## config.mk

```make
export PLATFORM = sky130hd
export DESIGN_NAME = wdog_modport
export DESIGN_NICKNAME = d
export VERILOG_FILES = /design/src/rtl/wdog_modport.sv
export SDC_FILE = /design/constraint.sdc
export NUM_CORES = 1
export LEC_CHECK = 0
export CAP_MARGIN = 10
export CORE_AREA = 10 10 108 110
export CTS_BUF_LIST = sky130_fd_sc_hd__clkbuf_8 sky130_fd_sc_hd__clkbuf_16
export DETAILED_ROUTE_END_ITERATION = 10
export DIE_AREA = 0 0 118 120
export MAX_ROUTING_LAYER = met4
export PLACE_DENSITY = 0.78
export SYNTH_ARGS = -nofsm -noshare
export SYNTH_HDL_FRONTEND = slang
export SYNTH_SLANG_ARGS = --single-unit
```

## constraint.sdc

```tcl
create_clock -name pclk -period 6.8 [get_ports pclk]
set_input_delay 0.68 -clock pclk [delete_from_list [all_inputs] [get_ports pclk]]
set_output_delay 0.68 -clock pclk [all_outputs]
set_load 0.02 [all_outputs]
```

## src/rtl/wdog_modport.sv

```systemverilog
// APB watchdog: down-counter with interrupt, reset request and lock.
// Counts on WDOGCLKEN ticks while INTEN is set.
module wdog_modport (
  input  logic        pclk,
  input  logic        PRESET,
  input  logic [31:0] PADDR,
  input  logic        PSEL,
  input  logic        PENABLE,
  input  logic        PWRITE,
  input  logic [31:0] PWDATA,
  output logic [31:0] PRDATA,
  output logic        PREADY,
  input  logic        WDOGCLKEN,
  output logic        WDOGINT,
  output logic        WDOGRES
);

  localparam logic [9:0] A_LOAD = 10'h000;
  localparam logic [9:0] A_VAL  = 10'h001;
  localparam logic [9:0] A_CTRL = 10'h002;
  localparam logic [9:0] A_CLR  = 10'h003;
  localparam logic [9:0] A_RIS  = 10'h004;
  localparam logic [9:0] A_MIS  = 10'h005;
  localparam logic [9:0] A_LOCK = 10'h300;

  localparam logic [31:0] KEY = 32'h1ACC_E551;

  logic [31:0] load;
  logic [31:0] count;
  logic        inten;
  logic        resen;
  logic        ris;
  logic        locked;
  logic        res;

  logic [9:0]  off;
  logic        wr;
  logic        open;
  logic        wr_lock;
  logic        wr_load;
  logic        wr_ctrl;
  logic        wr_clr;
  logic        rise;
  logic        tick;
  logic        expire;
  logic        unused_ok;

  assign off       = PADDR[11:2];
  assign unused_ok = ^{PADDR[31:12], PADDR[1:0]};

  assign wr      = PSEL & PENABLE & PWRITE;
  assign open    = wr & ~locked;
  assign wr_lock = wr & (off == A_LOCK);
  assign wr_load = open & (off == A_LOAD);
  assign wr_ctrl = open & (off == A_CTRL);
  assign wr_clr  = open & (off == A_CLR);
  assign rise    = wr_ctrl & PWDATA[0] & ~inten;

  // Any register-driven reload swallows a tick on the same edge.
  assign tick   = WDOGCLKEN & inten & ~wr_load & ~wr_clr & ~rise;
  assign expire = tick & (count <= 32'd1);

  assign PREADY  = 1'b1;
  assign WDOGINT = ris & inten;
  assign WDOGRES = res;

  // Register file, counter and sticky reset request.
  always_ff @(posedge pclk or posedge PRESET) begin
    if (PRESET) begin
      load   <= 32'hFFFF_FFFF;
      count  <= 32'hFFFF_FFFF;
      inten  <= 1'b0;
      resen  <= 1'b0;
      ris    <= 1'b0;
      locked <= 1'b0;
      res    <= 1'b0;
    end else begin
      if (wr_lock)
        locked <= (PWDATA != KEY);
      if (wr_load)
        load <= PWDATA;
      if (wr_ctrl) begin
        inten <= PWDATA[0];
        resen <= PWDATA[1];
      end
      if (wr_load)
        count <= PWDATA;
      else if (wr_clr || rise)
        count <= load;
      else if (expire)
        count <= load;
      else if (tick)
        count <= count - 32'd1;
      if (wr_clr)
        ris <= 1'b0;
      else if (expire)
        ris <= 1'b1;
      if (expire && ris && resen)
        res <= 1'b1;
    end
  end

  // Read mux; only a selected read drives data.
  always_comb begin
    PRDATA = 32'd0;
    if (PSEL && !PWRITE) begin
      case (off)
        A_LOAD:  PRDATA = load;
        A_VAL:   PRDATA = count;
        A_CTRL:  PRDATA = {30'd0, resen, inten};
        A_RIS:   PRDATA = {31'd0, ris};
        A_MIS:   PRDATA = {31'd0, ris & inten};
        A_LOCK:  PRDATA = {31'd0, locked};
        default: PRDATA = 32'd0;
      endcase
    end
  end

endmodule

```

Yosys cells after proc, flatten, opt, wreduce, memory -nomap -nowiden
Cells that the tools add are included.
{ "classes": {"n_bitwise": 20, "eq_ne": 7, "n_reduce_logical": 8, "n_lt_le_gt_ge": 1, "muxes": 8, "addsub": 1} }
{ "op_table": {"columns": ["cell", "count"], "rows": [
  ["32-bit one-hot mux with 6 select lines", 1],
  ["32-bit two-way mux", 5],
  ["32-bit by 1-bit less-or-equal comparator with 1-bit output, second input constant", 1],
  ["32-bit by 29-bit inequality test with 1-bit output, second input constant", 1],
  ["32-bit by 1-bit subtractor with 32-bit output, second input constant", 1],
  ["10-bit by 2-bit == test with 1-bit output, second input constant", 2],
  ["10-bit by 3-bit == test with 1-bit output, second input constant", 2],
  ["1-bit AND", 15],
  ["10-bit by 1-bit == test with 1-bit output, second input constant", 1],
  ["10-bit == test, second input constant", 1],
  ["10-bit logical NOT", 1],
  ["1-bit inverter", 5],
  ["4-bit nonzero test", 1],
  ["1-bit logical AND", 3],
  ["1-bit two-way mux", 2],
  ["2-bit nonzero test", 1],
  ["1-bit logical NOT", 1],
  ["1-bit logical OR", 1]
]} }
{ "totals": {"elab_cells": 52, "input_bits": 70, "out_inout_bits": 35, "ff_bits": 69} }

Longest topological paths before layout
{ "logic_depth": {"ltp_word": 12, "depth_mapped": 9, "depth_no_buf": 8} }

Worst setup path before layout
Ideal clock, no wire load.
{ "synth_path": {"kind": "input to output", "from": "input port PADDR[7]", "to": "output port PRDATA[10]", "path_buffers": 1, "cell_stages": 6, "required_ps": 6120, "t_arrival_ps": 2248, "path_slack_ps": 3872, "cell_sequence": "nor4_1 nand3b_1 nor3_1 clkbuf_1 a22oi_1 nor2_1"} }
{ "synth_between": {"elab_chain_len": 3, "elab_cells_between_ends": 8, "classes_between": "5 x eq/ne; 2 x mux; 1 x reduce/logical"} }
{ "synth_lines": {"columns": ["item", "line", "text"], "rows": [
  ["start: declaration", "6", "input logic [31:0] PADDR,"],
  ["10-bit == test, or another cell as far along", "107", "case (off)"],
  ["32-bit one-hot mux with 6 select lines (*)", "107", null],
  ["32-bit two-way mux (*)", "106", "if (PSEL && !PWRITE) begin"],
  ["end: declaration", "11", "output logic [31:0] PRDATA,"]
]} }
Every way passes the cells marked *; elsewhere a longest branch is shown, timed or not.

Worst setup path after layout
{ "layout_path": {"from": "input port PADDR[7]", "to": "output port PRDATA[15]"} }
The elaborated chain is that of the path after synthesis.

==> results.md <==
- #FFs+latches synth: 69
- H-tree depth: 3
- Worst IR drop on VDD: about 0.08 mV
- Synthesis-to-layout area growth: 23.8%
- Residual DRC count: 0
- Unrepaired setup endpoints after global routing: false
- Tcrit/Tclk final: 70.8%
- Drt via density: a little over 6
- Clock latency on the worst-skew pair: 0.36 ns
- Pre-Repair DR Iteration Count: 7
- Nature of the critical path endpoint: output pin
- Worst Hold Class: reg -> reg
- Prevailing post-synth register cell: dfstp_2
- Gate Count Post-Synth: 560
- Setup Fix Bufs, Post-CTS: 0
- Final setup TNS: 0 ns
- Cell row count: 36
- Power Total: 805 uW
- Routability Congestion: 0.956
- Pwr dens: 141 nW/um^2
- Fin. Hold Viols: 0
- Top cell type's share of synthesized area: approximately 36%
- Largest cells by area after synthesis: dfstp_2, nand2_1, a22oi_1
- CTS Buf Count: 9
- Worst Skew: between 0.008 and 0.009 ns
- Filler Cell Count: 897
- DIE WIDTH: 118 um
- Core Area: ~9500 um^2
- Peak Freq: 0.208 GHz
- Detailed Place HPWL: 10.8 mm
- Final WL: roughly 16 mm
- Vias: 4739
- Total track usage: 22.0%
- Wirelength per Cell: about 20 um
- Initial antenna violation count: 0
- Cell Area, Synth: 4610 um^2
- Mean Syn Cell Area: approximately 8.2 um^2
- Final period demand of the worst path: 4.82 ns
- Slew Limit Headroom: 25.5%
- Top Ports: 105
- Final Setup Violations: 0
- Layout cells sized above 1: 17.6%
- Critical Path RT: 6.12 ns
- Seq/Total Area, Yosys: a little under 40%
- Die height: 120 um
- Global-route wire length before repair: about 25 mm
- Nature of the critical path startpoint: primary input
- Yosys cell types: 71
- Post-synth ARST share: 100%
- DRT antenna net count: 0
- Slew at the pin closest to its max-slew limit: 1.11 ns
- Clock-pin slew on the worst setup and hold paths: 0.07 ns
- Die area: 14200 um^2
- Syn nets: around 630
- Antenna Cells: 0
- Root buffer cell: clkbuf_8
- Yosys warns: 0
- Initial Util: 48.3%
- EDFF count, synth: 0
- CTS tree: yes
- Vias in the first global route: about 4700
- Synth area leader: dfstp_2
- CTS sink cnt: 69
- DRT iter0 DRCs: 577
- Clock Path Buffers: 2
- Maximum Capacitance Violations: 0
- Placed Area: between 5000 and 6000 um^2
- Max FO, Critical Path: 17
- Nets: 698
- Slew Viols, Final: 0
- Largest net degree at the start of global routing: 70
- I/O Buffers: 81
- Total gr overflow: 0
- Status: complete, no violations
- Leak Pwr: ~0.0021 uW
- CTS-repair resized insts: 0
- Post-route cell area: 5710 um^2
- Crit path DAT: 4.14 ns
- Hold-fix buffers at CTS: 0
- WS Path Type: in -> out
## cell type report
type | instances | area (um^2) | area share [%]
Clock buffer | 10 | 138 | 2.41
Timing Repair Buffer | 89 | 871 | 15.2
Tap cell | 133 | 166 | 2.91
Multi-Input combinational cell | 447 | 2640 | 46.2
Inverter | 10 | 37.5 | 0.657
Clock inverter | 6 | 55.1 | 0.963
Sequential cell | 69 | 1810 | 31.6
## registers in the layout (all words and copies together), names as in the netlist
signal	flops
locked	1
WDOGRES	1
ris	1
load	32
resen	1
inten	1
count	32
## synth_stat cells, types with 6 or more instances
library cell / count
nand3_1: 12
a221o_1: 6
a21oi_1: 17
or3_1: 9
o31ai_1: 6
dfstp_2: 64
clkbuf_1: 26
o21ai_0: 15
inv_1: 10
or4_1: 6
o211ai_1: 8
nand2b_1: 8
nor4_1: 15
and2_1: 7
nand2_1: 113
a22oi_1: 35
nor2_1: 62
nor3_1: 21
## cells in the final DEF (no fill, tap or decap), drive strengths merged, types with 10 or more instances in the layout
master	count
a21oi	17
o21ai	19
clkdlybuf4s50	81
a22oi	35
inv	12
nand3	12
nor3	22
nor2	63
dfstp	64
clkbuf	10
nor4	16
nand2	113
## worst paths after layout
path                       startpoint    endpoint  slack, ns  cells after the start
max                          PADDR[7]  PRDATA[15]       1.98                      8
min                          load[20]    load[20]       0.47                      2
max reg2reg                     inten   count[26]       3.51                      7
max in group asynchronous      PRESET      locked       5.35                      3
min in group asynchronous      PRESET       resen       0.92                      3
min reg2reg                  load[20]    load[20]       0.47                      2
## critical path: stages
cell	delay, ns
clkdlybuf4s50_1	0.40
nor4_1	0.42
nand3b_1	0.43
nor3_2	0.93
buf_4	0.40
a22oi_1	0.13
nor2_1	0.12
clkdlybuf4s50_1	0.61
## kinds of logic (layout without fill, tap and decap cells)
family / after synthesis / in the layout / share of synthesized area [%]
buffers and inverters: 44 / 115 / 3.96
DFF: 69 / 69 / 39.2
AOI/OAI and AO/OA: 141 / 141 / 22.9
adders and majority gates: 2 / 2 / 0.542
xor gates and xnor gates: 4 / 4 / 0.759
muxes: 8 / 8 / 1.87
other: 1 / 1 / 0.0813
and+or+nand+nor: 291 / 291 / 30.7
## report_power, final
part | leakage, uW | internal (uW) | switching (uW) | total, uW
registers | 0.000726 | 412 | 0.193 | 413
logic | 0.00131 | 28.9 | 25.6 | 54.5
clock network | 0.000105 | 175 | 162 | 337
total | 0.00214 | 617 | 188 | 805
## metrics by stage
stage | utilization (%) | worst slack, ns | instances | hold slack [ns]
2_1_floorplan | - | 3.87 | 560 | 0.445
3_3_place_gp | 57.8 | 2.05 | 748 | 0.454
3_5_place_dp | 57.8 | 2.03 | 748 | 0.457
4_1_cts | 59.8 | 2.01 | 764 | 0.469
5_1_grt | 59.8 | 1.73 | 764 | 0.482
6_report | 59.8 | 1.98 | 764 | 0.468
## layer usage
layer	global-route usage, %	up-vias	part of all wire, %
met5	-	-	0
met4	10.3	0	2.9
met3	4.36	38	8.7
met2	35.2	243	47
met1	26.2	2260	41
li1	-	2198	-
No activity file was read; power rests on OpenSTA's default activity.
